$ cat src/rtl/ctrl_pkg.sv
// Shared types and encodings for the multi-cycle datapath controller.
package ctrl_pkg;

  typedef enum logic [2:0] {
    StFetch  = 3'd0,
    StDecode = 3'd1,
    StExec   = 3'd2,
    StMem    = 3'd3,
    StWb     = 3'd4,
    StHalt   = 3'd5
  } state_e;

  localparam logic [3:0] OP_ADD  = 4'b0000;
  localparam logic [3:0] OP_SUB  = 4'b0001;
  localparam logic [3:0] OP_AND  = 4'b0010;
  localparam logic [3:0] OP_OR   = 4'b0011;
  localparam logic [3:0] OP_ADDI = 4'b0100;
  localparam logic [3:0] OP_LW   = 4'b0101;
  localparam logic [3:0] OP_SW   = 4'b0110;
  localparam logic [3:0] OP_BEQ  = 4'b0111;
  localparam logic [3:0] OP_JMP  = 4'b1000;
  localparam logic [3:0] OP_HALT = 4'b1111;

  localparam logic [1:0] SRC_A_PC     = 2'b00;
  localparam logic [1:0] SRC_A_REGA   = 2'b01;
  localparam logic [1:0] SRC_B_REGB   = 2'b00;
  localparam logic [1:0] SRC_B_ONE    = 2'b01;
  localparam logic [1:0] SRC_B_IMM    = 2'b10;
  localparam logic [1:0] SRC_B_BRANCH = 2'b11;
  localparam logic [1:0] PC_SRC_ALU    = 2'b00;
  localparam logic [1:0] PC_SRC_ALUOUT = 2'b01;
  localparam logic [1:0] PC_SRC_JUMP   = 2'b10;
  localparam logic [1:0] WB_ALUOUT = 2'b00;
  localparam logic [1:0] WB_MDR    = 2'b01;

  localparam logic [2:0] ALU_ADD = 3'b000;
  localparam logic [2:0] ALU_SUB = 3'b001;
  localparam logic [2:0] ALU_AND = 3'b010;
  localparam logic [2:0] ALU_OR  = 3'b011;

  function automatic logic is_rtype(input logic [3:0] op);
    return op[3:2] == 2'b00;
  endfunction

  function automatic logic is_legal(input logic [3:0] op);
    return (op <= OP_JMP) || (op == OP_HALT);
  endfunction

endpackage

$ cat src/rtl/alu_op_decode.sv
// ALU operation select from FSM state and the latched opcode.
module alu_op_decode
  import ctrl_pkg::*;
(
  input  state_e     state,
  input  logic [3:0] opcode_q,
  output logic [2:0] alu_op
);

  always_comb begin
    alu_op = ALU_ADD;
    if (state == StExec) begin
      if (is_rtype(opcode_q)) begin
        alu_op = {1'b0, opcode_q[1:0]};
      end else if (opcode_q == OP_BEQ) begin
        alu_op = ALU_SUB;
      end
    end
  end

endmodule

$ cat src/rtl/multicycle_controller.sv
// Control FSM sequencing fetch/decode/execute/memory/write-back, one instruction at a time.
module multicycle_controller
  import ctrl_pkg::*;
(
  input  logic       clk,
  input  logic       rst_n,
  input  logic [3:0] opcode,
  input  logic       zero,
  output logic       pc_write,
  output logic       ir_write,
  output logic       mem_read,
  output logic       mem_write,
  output logic       reg_write,
  output logic [1:0] alu_src_a_sel,
  output logic [1:0] alu_src_b_sel,
  output logic [1:0] pc_src_sel,
  output logic [1:0] wb_sel,
  output logic [2:0] alu_op,
  output logic       instr_done,
  output logic       halted
);

  state_e     state_q, state_d;
  logic [3:0] opcode_q;
  logic [2:0] alu_op_raw;

  always_ff @(posedge clk or negedge rst_n) begin
    if (!rst_n) begin
      state_q  <= StFetch;
      opcode_q <= '0;
    end else begin
      state_q <= state_d;
      if (state_q == StDecode) opcode_q <= opcode;
    end
  end

  always_comb begin
    state_d = StFetch;
    unique case (state_q)
      StFetch:  state_d = StDecode;
      StDecode: begin
        if (opcode == OP_HALT)      state_d = StHalt;
        else if (opcode == OP_JMP)  state_d = StFetch;
        else if (!is_legal(opcode)) state_d = StFetch;
        else                        state_d = StExec;
      end
      StExec: begin
        if (is_rtype(opcode_q) || opcode_q == OP_ADDI)   state_d = StWb;
        else if (opcode_q == OP_LW || opcode_q == OP_SW) state_d = StMem;
        else                                             state_d = StFetch;
      end
      StMem:    state_d = (opcode_q == OP_LW) ? StWb : StFetch;
      StWb:     state_d = StFetch;
      StHalt:   state_d = StHalt;
      default:  state_d = StFetch;
    endcase
  end

  alu_op_decode u_alu_op_decode (
    .state    (state_q),
    .opcode_q (opcode_q),
    .alu_op   (alu_op_raw)
  );

  // Reset gates every output, including the FETCH strobes of the reset state.
  assign alu_op = rst_n ? alu_op_raw : ALU_ADD;

  always_comb begin
    pc_write      = 1'b0;
    ir_write      = 1'b0;
    mem_read      = 1'b0;
    mem_write     = 1'b0;
    reg_write     = 1'b0;
    alu_src_a_sel = SRC_A_PC;
    alu_src_b_sel = SRC_B_REGB;
    pc_src_sel    = PC_SRC_ALU;
    wb_sel        = WB_ALUOUT;
    instr_done    = 1'b0;
    halted        = 1'b0;
    if (rst_n) begin
      unique case (state_q)
        StFetch: begin
          mem_read      = 1'b1;
          ir_write      = 1'b1;
          pc_write      = 1'b1;
          alu_src_b_sel = SRC_B_ONE;
        end
        StDecode: begin
          alu_src_b_sel = SRC_B_BRANCH;
          if (opcode == OP_JMP) begin
            pc_write   = 1'b1;
            pc_src_sel = PC_SRC_JUMP;
            instr_done = 1'b1;
          end else if (!is_legal(opcode)) begin
            instr_done = 1'b1;
          end
        end
        StExec: begin
          alu_src_a_sel = SRC_A_REGA;
          if (opcode_q == OP_ADDI || opcode_q == OP_LW || opcode_q == OP_SW) begin
            alu_src_b_sel = SRC_B_IMM;
          end else if (opcode_q == OP_BEQ) begin
            pc_src_sel = PC_SRC_ALUOUT;
            pc_write   = zero;
            instr_done = 1'b1;
          end
        end
        StMem: begin
          if (opcode_q == OP_LW) begin
            mem_read = 1'b1;
          end else if (opcode_q == OP_SW) begin
            mem_write  = 1'b1;
            instr_done = 1'b1;
          end
        end
        StWb: begin
          reg_write  = 1'b1;
          instr_done = 1'b1;
          wb_sel     = (opcode_q == OP_LW) ? WB_MDR : WB_ALUOUT;
        end
        StHalt:  halted = 1'b1;
        default: ;
      endcase
    end
  end

endmodule

$ cat config.mk
export PLATFORM = sky130hd
export DESIGN_NAME = multicycle_controller
export DESIGN_NICKNAME = d
export VERILOG_FILES = /design/src/rtl/ctrl_pkg.sv /design/src/rtl/alu_op_decode.sv /design/src/rtl/multicycle_controller.sv
export SDC_FILE = /design/constraint.sdc
export NUM_CORES = 1
export LEC_CHECK = 0
export ABC_AREA = 1
export CORE_AREA = 2 2 39 41
export CTS_CLUSTER_SIZE = 16
export DETAILED_ROUTE_END_ITERATION = 8
export DIE_AREA = 0 0 41 43
export DONT_BUFFER_PORTS = 1
export PLACE_DENSITY = 0.65
export REMOVE_ABC_BUFFERS = 1
export SYNTH_ARGS = -nofsm -noshare
export SYNTH_HDL_FRONTEND = slang
export SYNTH_HIERARCHICAL = 1
export SYNTH_SLANG_ARGS = --single-unit
$ cat constraint.sdc
create_clock -name clk -period 1.2 [get_ports clk]
set_input_delay 0.24 -clock clk [delete_from_list [all_inputs] [get_ports clk]]
set_output_delay 0.24 -clock clk [all_outputs]
set_load 0.02 [all_outputs]
==> results by group <==
Setup path
  • Cell family with the largest share of critical-path delay: simple AND/OR/NAND/NOR gates
  • Worst Path Required: approximately 0.96 ns
  • Critical Path Max Stage Delay: 0.39 ns
  • Bufs and invs on worst path: 3
  • Standard cell with the maximum stage delay on the critical path: sky130_fd_sc_hd__dfrtp_1
  • FF-to-FF End: state_q[1]$_DFF_PN0_
  • Setup crit end kind: primary output
  • Critical path startpoint category: flop
  • Flop-to-flop setup slack: -0.05 ns
  • Worst setup path category: reg -> out
  • Crit-path max FO: 5
  • Logic depth of the worst register-to-register path: 7
  • R2R Path Start: state_q[1]$_DFF_PN0_
  • Data arrival time of the critical path: approximately 1.4 ns
  • Ordered cell list for the critical path: inv_2, nor3_2, buf_4, nand2_1, nand2_1, nor2_1, nor2_1, buf_4

Power
  • Leakage power of the design: between 0.0005 and 0.0006 uW
  • PD cells: around 2300 nW/um2
  • Maximum ir drop on the vdd rail: roughly 1600 uV

Run
  • Max capacitance violation total: 0

Status
  • Run status: finished with violations
  • Failing checks: negative setup slack

Logic synthesis
  • Mux cell area share after synthesis: 0
  • Post-synthesis instance area: about 600 um2
  • Average footprint of a synthesized cell: between 5 and 6 um2
  • Sequential share of the synthesized area: 0.2923
  • Adder-cell area share of the yosys netlist: 0
  • Register bit count reported by yosys: 7
  • Main combinational cell family by area after synthesis: simple AND/OR/NAND/NOR gates
  • Number of distinct library cell variants in the gate-level netlist after synthesis: 18
  • Share of the synthesized area in compound gates (AO/OA/AOI/OAI): 0.05010
  • Gate count after technology mapping: 100
  • Count of yosys warnings during synthesis: 6
  • Simple-Gate Fraction of Synth Area: 0.4823
  • Fraction of synthesized cell area in xor and xnor cells: 0

Clock network
  • CTS Buf Count: 3
  • CTS root buf: sky130_fd_sc_hd__clkbuf_4
  • Largest buffer count on any clock path: 2
  • Clock H-tree levels: 1
  • Clock latency on the worst-skew pair: between 0.2 and 0.3 ns
  • Clock slew at the register clock pins of the worst setup and hold paths: 0.06 ns
  • CTS tree: yes
  • CTS Sinks: 7

Floorplan
  • Boundary Pins: 25
  • Height of the die: ~43 um
  • Die Span X: roughly 41 um
  • Row count: 14
  • Core region area: roughly 1400 um2
  • Die Area: ~1800 um2
  • Starting utilization of the core area: 0.4331

Routing
  • Number of DRC violations after detailed routing: 0
  • DRT Pass-1 Iters: 4
  • Number of DRC markers after the initial detailed-route iteration: 17
  • Routed length per instance: about 11 um
  • Detailed-route via count: between 700 and 800
  • Metal3 WL: ~140 um
  • Top layer reached by signal wires: met4
  • Wire length on met2: slightly below 900 um
  • Total Routed Length: roughly 1.8 mm
  • Met1 wire length: roughly 700 um
  • Routed Antenna Nets: 0
  • Detailed-route vias per instance: a little under 5

Timing
  • Endpoints failing hold: 0
  • Least setup slack across all paths after layout: -0.4794 ns
  • Achievable frequency: 595.5 MHz
  • Final setup violation count: 17
  • Setup TNS: -6.275 ns
  • Number of slew-limit violations in the final report: 0
  • Final setup skew: 0.01676 ns
  • Portion of the clock cycle consumed by the worst path in the final layout: 1.399
  • Minimum period implied by the final worst setup slack: 1.679 ns
  • Setup repair after global routing missed its margin: yes

Worst hold path
  • Path category of the worst min-delay check: in -> reg
  • Cell count of the worst hold path: 1
  • HP Start: opcode[3]
  • Hold-critical path endpoint: state_q[1]$_DFF_PN0_

Global route
  • Via count of the first global-routing pass: 680
  • Remaining global-route overflow: 0
  • Global-route wire length before repair: roughly 2.7 mm
  • Maximum number of pins on one net before global-route repair: 9
  • Global Route Usage Sum: 0.2247
  • Number of antenna violations at the first check in global routing: 0

Layout
  • Number of nets in the finished design: between 100 and 150
  • Diodes inserted: 0
  • Share of layout cells above drive strength 1: 0.4681
  • Layout-stage area growth over the synthesis result: 62.84%
  • Final instance area: 975.9 um2

Place
  • # port buffers: 0
  • RD Place Congestion: between 0.8 and 0.9
  • Post-place instance area: 837.1 um2
  • HPWL after DPL: ~1.3 mm
==> cells in the mapped netlist (all sizes together) <==
cell / number / area share
inv: 17 / 0.11
nand2: 26 / 0.16
conb: 2 / 0.013
nor3: 4 / 0.042
nand4: 4 / 0.042
a21oi: 1 / 0.0083
o21ai: 5 / 0.042
nor4: 1 / 0.021
buf: 4 / 0.050
nor2: 17 / 0.11
dfrtp: 7 / 0.29
nand3b: 1 / 0.013
nand3: 10 / 0.092
clkbuf: 1 / 0.0063
==> layout by cell type (no fill, tap or decap), drive strengths merged <==
cell	count
buf	40
nand3	10
nor4	1
a21oi	1
nor2	17
clkbuf	4
dlygate4sd3	1
nand2	26
conb	3
o21ai	5
nand3b	1
nor3	4
nand4	4
inv	17
dfrtp	7
==> metrics by stage <==
stage / hold slack, ns / util / power, uW / setup WS (ns) / std cells
detailed placement: -0.05542 / 0.6049 / 1744 / -0.2039 / 145
global placement: -0.05540 / 0.6049 / 1706 / -0.1721 / 145
global route: 0.04208 / 0.7052 / 2424 / -0.5644 / 157
floorplan: -0.05559 / - / 1111 / -0.3187 / 96
finish: 0.04509 / 0.7052 / 2260 / -0.4794 / 157
CTS: 0.05727 / 0.6564 / 2057 / -0.4753 / 152
==> routing by layer <==
metal / global-route usage / vias to the layer above
li1: - / 391
met1: 0.2508 / 341
met2: 0.3563 / 41
met3: 0.06283 / 6
met4: 0.1333 / 0
met5: 0 / -
==> flip-flops by register name (all words and copies together) (netlist names) <==
signal    flops
state_q       3
opcode_q      4
==> layout make-up <==
cell class | count | area (um2)
Timing Repair Buffer | 41 | 314.1
Tap cell | 16 | 20.02
Sequential cell | 7 | 177.7
Clock buffer | 4 | 26.28
Inverter | 17 | 63.81
Multi-Input combinational cell | 72 | 374.1
Fill cell | 118 | 407.9
==> timing repair <==
item | CTS | global route
setup buffers | 2 | 5
hold buffers | 1 | 0
hold endpoints to repair | 7 | 0
endpoints found under the setup margin | 17 | 18
pin swaps | 3 | 5
resized for setup | 8 | 10
==> how the worst max path moves through the flow <==
| stage | from | end | cells past startpoint |
|---|---|---|---|
| 2_1_floorplan | state_q[1]$_DFF_PN0_ | instr_done | 7 |
| 3_3_place_gp | state_q[2]$_DFF_PN0_ | instr_done | 7 |
| 3_5_place_dp | state_q[1]$_DFF_PN0_ | pc_write | 7 |
| 4_1_cts | state_q[1]$_DFF_PN0_ | instr_done | 8 |
| 5_1_grt | state_q[1]$_DFF_PN0_ | mem_read | 7 |
| 6_report | state_q[1]$_DFF_PN0_ | instr_done | 8 |
==> where the power goes <==
group | total (uW) | switching, uW | internal [uW] | leakage [uW]
sequential | 466 | 116 | 350 | 0.0000852
combinational | 1560 | 810 | 745 | 0.000427
clock | 238 | 109 | 128 | 0.0000150
total | 2260 | 1040 | 1220 | 0.000527
==> kinds of logic (layout without fill, tap and decap cells) <==
kind of cell    after synthesis  in the layout
buf+inv                      22             62
simple gates                 63             63
flops                         7              7
other cells                   2              3
compound gates                6              6
Power figures use the tool's default switching activity.
